===== src/rtl/uart_rx_cfg.sv =====
// Configurable UART receiver: 2-flop line synchroniser, centre sampling of every bit,
// optional odd/even parity, one or two stop bits, and frame/break detection.
module uart_rx_cfg #(
    parameter int CLK_PER_BIT = 868,
    parameter int DATA_BITS   = 8,
    parameter int PARITY      = 0,
    parameter int STOP_BITS   = 1
) (
    input  logic                 clk,
    input  logic                 rst,
    input  logic                 i_rx,
    output logic [DATA_BITS-1:0] o_data,
    output logic                 o_valid,
    output logic                 o_parity_err,
    output logic                 o_frame_err,
    output logic                 o_break,
    output logic                 o_busy
);

    localparam int CNT_W = $clog2(CLK_PER_BIT);
    localparam logic [CNT_W-1:0] HALF_LAST = CNT_W'((CLK_PER_BIT - 1) / 2 - 1);
    localparam logic [CNT_W-1:0] BIT_LAST  = CNT_W'(CLK_PER_BIT - 1);
    localparam logic [3:0]       DATA_LAST = 4'(DATA_BITS - 1);
    localparam logic [3:0]       STOP_LAST = 4'(STOP_BITS - 1);

    typedef enum logic [2:0] {
        ST_IDLE      = 3'd0,
        ST_START     = 3'd1,
        ST_DATA      = 3'd2,
        ST_PARITY    = 3'd3,
        ST_STOP      = 3'd4,
        ST_WAIT_HIGH = 3'd5
    } state_t;

    state_t                 state_q, state_d;
    logic [CNT_W-1:0]       cnt_q, cnt_d;
    logic [3:0]             idx_q, idx_d;
    logic [DATA_BITS-1:0]   shift_q, shift_d;
    logic                   par_q, par_d;
    logic                   ferr_acc_q, ferr_acc_d;
    logic                   seen_high_q, seen_high_d;
    logic                   sync1_q, rx_s_q;
    logic [DATA_BITS-1:0]   data_q, data_d;
    logic                   valid_q, valid_d;
    logic                   perr_q, perr_d;
    logic                   ferr_q, ferr_d;
    logic                   brk_q, brk_d;
    logic                   par_sum;

    // Synchroniser resets to the idle-high level so a reset never looks like a start edge.
    always_ff @(posedge clk or posedge rst) begin
        if (rst) begin
            sync1_q <= 1'b1;
            rx_s_q  <= 1'b1;
        end else begin
            sync1_q <= i_rx;
            rx_s_q  <= sync1_q;
        end
    end

    always_ff @(posedge clk or posedge rst) begin
        if (rst) begin
            state_q     <= ST_IDLE;
            cnt_q       <= '0;
            idx_q       <= '0;
            shift_q     <= '0;
            par_q       <= 1'b0;
            ferr_acc_q  <= 1'b0;
            seen_high_q <= 1'b0;
            data_q      <= '0;
            valid_q     <= 1'b0;
            perr_q      <= 1'b0;
            ferr_q      <= 1'b0;
            brk_q       <= 1'b0;
        end else begin
            state_q     <= state_d;
            cnt_q       <= cnt_d;
            idx_q       <= idx_d;
            shift_q     <= shift_d;
            par_q       <= par_d;
            ferr_acc_q  <= ferr_acc_d;
            seen_high_q <= seen_high_d;
            data_q      <= data_d;
            valid_q     <= valid_d;
            perr_q      <= perr_d;
            ferr_q      <= ferr_d;
            brk_q       <= brk_d;
        end
    end

    always_comb begin
        state_d     = state_q;
        cnt_d       = cnt_q;
        idx_d       = idx_q;
        shift_d     = shift_q;
        par_d       = par_q;
        ferr_acc_d  = ferr_acc_q;
        seen_high_d = seen_high_q;
        data_d      = data_q;
        valid_d     = 1'b0;
        perr_d      = perr_q;
        ferr_d      = ferr_q;
        brk_d       = brk_q;
        par_sum     = (^shift_q) ^ par_q;

        case (state_q)
            ST_IDLE: begin
                cnt_d = '0;
                idx_d = '0;
                if (!rx_s_q) state_d = ST_START;
            end
            ST_START: begin
                if (cnt_q == HALF_LAST) begin
                    cnt_d       = '0;
                    par_d       = 1'b0;
                    ferr_acc_d  = 1'b0;
                    seen_high_d = 1'b0;
                    state_d     = rx_s_q ? ST_IDLE : ST_DATA;
                end else begin
                    cnt_d = cnt_q + 1'b1;
                end
            end
            ST_DATA: begin
                if (cnt_q == BIT_LAST) begin
                    cnt_d       = '0;
                    seen_high_d = seen_high_q | rx_s_q;
                    for (int k = 0; k < DATA_BITS; k++) begin
                        if (idx_q == 4'(k)) shift_d[k] = rx_s_q;
                    end
                    if (idx_q == DATA_LAST) begin
                        idx_d   = '0;
                        state_d = (PARITY != 0) ? ST_PARITY : ST_STOP;
                    end else begin
                        idx_d = idx_q + 4'd1;
                    end
                end else begin
                    cnt_d = cnt_q + 1'b1;
                end
            end
            ST_PARITY: begin
                if (cnt_q == BIT_LAST) begin
                    cnt_d       = '0;
                    par_d       = rx_s_q;
                    seen_high_d = seen_high_q | rx_s_q;
                    state_d     = ST_STOP;
                end else begin
                    cnt_d = cnt_q + 1'b1;
                end
            end
            ST_STOP: begin
                if (cnt_q == BIT_LAST) begin
                    cnt_d       = '0;
                    ferr_acc_d  = ferr_acc_q | ~rx_s_q;
                    seen_high_d = seen_high_q | rx_s_q;
                    if (idx_q == STOP_LAST) begin
                        // Last stop sample: publish the frame; a bad stop waits for the line to recover.
                        idx_d   = '0;
                        valid_d = 1'b1;
                        data_d  = shift_q;
                        perr_d  = (PARITY == 1) ? ~par_sum : (PARITY == 2) ? par_sum : 1'b0;
                        ferr_d  = ferr_acc_q | ~rx_s_q;
                        brk_d   = ~(seen_high_q | rx_s_q);
                        state_d = (ferr_acc_q | ~rx_s_q) ? ST_WAIT_HIGH : ST_IDLE;
                    end else begin
                        idx_d = idx_q + 4'd1;
                    end
                end else begin
                    cnt_d = cnt_q + 1'b1;
                end
            end
            ST_WAIT_HIGH: begin
                cnt_d = '0;
                idx_d = '0;
                if (rx_s_q) state_d = ST_IDLE;
            end
            default: begin
                state_d = ST_IDLE;
            end
        endcase
    end

    assign o_data       = data_q;
    assign o_valid      = valid_q;
    assign o_parity_err = perr_q;
    assign o_frame_err  = ferr_q;
    assign o_break      = brk_q;
    assign o_busy       = (state_q != ST_IDLE);

endmodule


===== config.mk =====
export PLATFORM = sky130hd
export DESIGN_NAME = uart_rx_cfg
export DESIGN_NICKNAME = d
export VERILOG_FILES = /design/src/rtl/uart_rx_cfg.sv
export SDC_FILE = /design/constraint.sdc
export NUM_CORES = 1
export LEC_CHECK = 0
export CELL_PAD_IN_SITES_DETAIL_PLACEMENT = 0
export CELL_PAD_IN_SITES_GLOBAL_PLACEMENT = 2
export CORE_MARGIN = 2
export CORE_UTILIZATION = 44
export DETAILED_ROUTE_END_ITERATION = 8
export DONT_BUFFER_PORTS = 1
export GPL_TIMING_DRIVEN = 1
export PLACE_DENSITY_LB_ADDON = 0.1
export SYNTH_ARGS = -nofsm -noshare
export SYNTH_HDL_FRONTEND = slang
export SYNTH_SLANG_ARGS = --single-unit

===== constraint.sdc =====
create_clock -name clk -period 3.9 [get_ports clk]
set_input_delay 0.78 -clock clk [delete_from_list [all_inputs] [get_ports clk]]
set_output_delay 0.78 -clock clk [all_outputs]
set_load 0.01 [all_outputs]

==> flow_metrics.tcl <==
set metrics [dict create \
    path_buf_inv 1 \
    finalPower_uw 775.7 \
    yosys_warnings 0 \
    dp_hpwl_um 3158 \
    fp.dieW_um 73.28 \
    totalWireLength_um 4300 \
    remaining_drc_errors 0 \
    synth-main-ff-cell "dfrtp_1" \
    final_layout_size_suffix_gt1_share_pct 11.82 \
    synth-edff-count 0 \
    wl_per_cell_um 16.73 \
    overflow 0 \
    num_antenna_cells 0 \
    placement.io_buffers 0 \
    clock-sinks 40 \
    wl_met3_um 131 \
    dr_wl_met2_um 2167 \
    slew-limit-headroom_pct 48.03 \
    grt_pass1_vias 1461 \
    place_ws_ns 1.706 \
    synth_top_area_share_pct 45.02 \
    crit_chain "inv_1, ha_1, or3b_1, o211ai_1, a21oi_1, nor3_4, mux2_1" \
    rsz0062_at_grt "false" \
    crit_path_max_fanout 5 \
    maxCapViolations 0 \
    hold_path_class "reg -> reg" \
    cts_resized 0 \
    cts_made_buffers 5 \
    antenna_found_initial 0 \
    avgSynthCellArea_um2 10.46 \
    drt_iter0_markers 87 \
    grtUsageTotal_pct 17.70 \
    dp.cells 249 \
    grt_start_max_net_pins 22 \
    worstPathArrival_ns 2.40 \
    root_buffer "clkbuf_8" \
    clock_latency_ns 0.29 \
    synth.distinct_cells 47 \
    ys_seq_elements 40 \
    maxUsedRoutingLayer "met4" \
    synth-seq-area-share_pct 47.51 \
    finalCritPeriodShare_pct 57.11 \
    status "completed" \
    fin_worst_skew_ns 0.005424 \
    cts_tree "built" \
    h-tree-depth 2 \
    powerDensity_nw_per_um2 341.8 \
    synth_fp_nets 211 \
    layout.nets 211 \
    start_util_pct 45.32 \
    synth_area_um2 2112 \
    drt_pass1_iterations 4 \
    gp_congestion 0.8030 \
    finalCriticalPeriod_ns 2.227 \
    startpoint_type "flop" \
    drt-met1-wl_um 1942 \
    n_fill_cell 427 \
    die_y_um 73.28 \
    cp_top_family "simple AND/OR/NAND/NOR gates" \
    cts-hold-fix-buffers 0 \
    finalHoldViolCount 0 \
    leakage_uw 0.0009903 \
    tightest_slew_ns 0.7786 \
    dieArea_um2 5370 \
    peakVddDrop_v 0.0001649 \
    fin_cells 257 \
    num_vias 1485 \
    clk_pin_slew_ns 0.08 \
    syn_to_final_growth_pct 7.465 \
    synth_top_cell_by_area "dfrtp_1" \
    fin_tns_setup_ns 0 \
    boundaryPins 16 \
    worstPathRequired_ns 4.08 \
    cts_setup_buffers 0 \
    fmax_ghz 0.4490 \
    final_common_cell "dfrtp_1" \
    detail-route-antenna-nets 0 \
    whs_ns 0.3625 \
    finalSetupViolCount 0 \
    critPathKind "reg -> reg" \
    final_cell_mix "38 x dfrtp_1, 16 x a21oi_1, 12 x nand2_1" \
    vias_per_cell 5.778 \
    grt_pass1_wl_um 7169 \
    synth_area_leaders "dfrtp_1 45%, mux2_1 5.9%, a21oi_1 3.8%, mux2_2 3.7%, ha_1 3.6%" \
    num_rows 25 \
    cp_slowest_cell "dfrtp_1" \
    critical_path.max_stage_delay_ns 0.44 \
    syn_inst 202 \
    coreArea_um2 4661 \
    setup_ws_ns 1.673 \
    end_kind "flop" \
    async_flop_share_pct 100.0 \
    cts_buffer_depth 2 \
    slew_violations 0 \
]
[final timing paths]
path	start	end	cells after the start	slack, ns
hold reg to reg	sync1_q	rx_s_q	0	0.36
hold / removal	sync1_q	rx_s_q	0	0.36
setup reg to reg	idx_q[1]	state_q[0]	7	1.67
min in group asynchronous	rst	shift_q[2]	1	0.51
max in group asynchronous	rst	shift_q[6]	2	2.61
setup / recovery	idx_q[1]	state_q[0]	7	1.67
[cells in the mapped netlist (6+ instances only)]
cell / number
dfrtp_1: 38
a21oi_1: 16
nand2_1: 12
mux2_1: 11
inv_1: 9
nor2_1: 9
o21ai_0: 9
mux2_2: 7
nor3b_1: 7
ha_1: 6
nand2b_1: 6
nor2b_1: 6
[through the flow]
stage,utilization [%],instance area [um2]
2_1_floorplan,-,2112
3_3_place_gp,46.20,2153
3_5_place_dp,46.20,2153
4_1_cts,48.70,2270
5_1_grt,48.70,2270
6_report,48.70,2270
[report_power, final]
part / switching, uW / internal (uW)
clock: 154 / 193
sequential: 1.70 / 416
combinational: 10.2 / 1.31
total: 165 / 610
[final cells by class]
type / count / area (um2) / area share [%]
Timing Repair Buffer: 2 / 15.01 / 0.6615
Clock buffer: 5 / 68.82 / 3.032
Inverter: 9 / 33.78 / 1.488
Clock inverter: 3 / 47.55 / 2.095
Sequential cell: 40 / 1003 / 44.21
Tap cell: 54 / 67.56 / 2.977
Multi-Input combinational cell: 144 / 1033 / 45.53
[cells by family (layout without fill, tap and decap cells)]
| family | count (synthesis) | in the layout | synth area share (%) |
|---|---|---|---|
| flops | 40 | 40 | 47.51 |
| fa+ha+maj | 6 | 6 | 3.554 |
| mux | 18 | 18 | 9.597 |
| other cells | 1 | 1 | 0.1776 |
| xor+xnor | 3 | 3 | 1.244 |
| simple gates | 70 | 70 | 19.79 |
| buf+inv | 18 | 19 | 3.554 |
| compound gates | 46 | 46 | 14.57 |
[registers in the layout, indices dropped and copies added (netlist names)]
register     flops
seen_high_q      1
ferr_acc_q       1
o_break          1
rx_s_q           1
shift_q          8
o_valid          1
o_frame_err      1
state_q          3
idx_q            4
sync1_q          1
cnt_q           10
o_data           8
[metal layers]
layer	up-vias	track usage [%]
met4	0	6.996
met3	8	3.841
met1	723	20.90
met2	28	31.13
met5	-	0
li1	726	-
No activity file was read; power rests on OpenSTA's default activity.
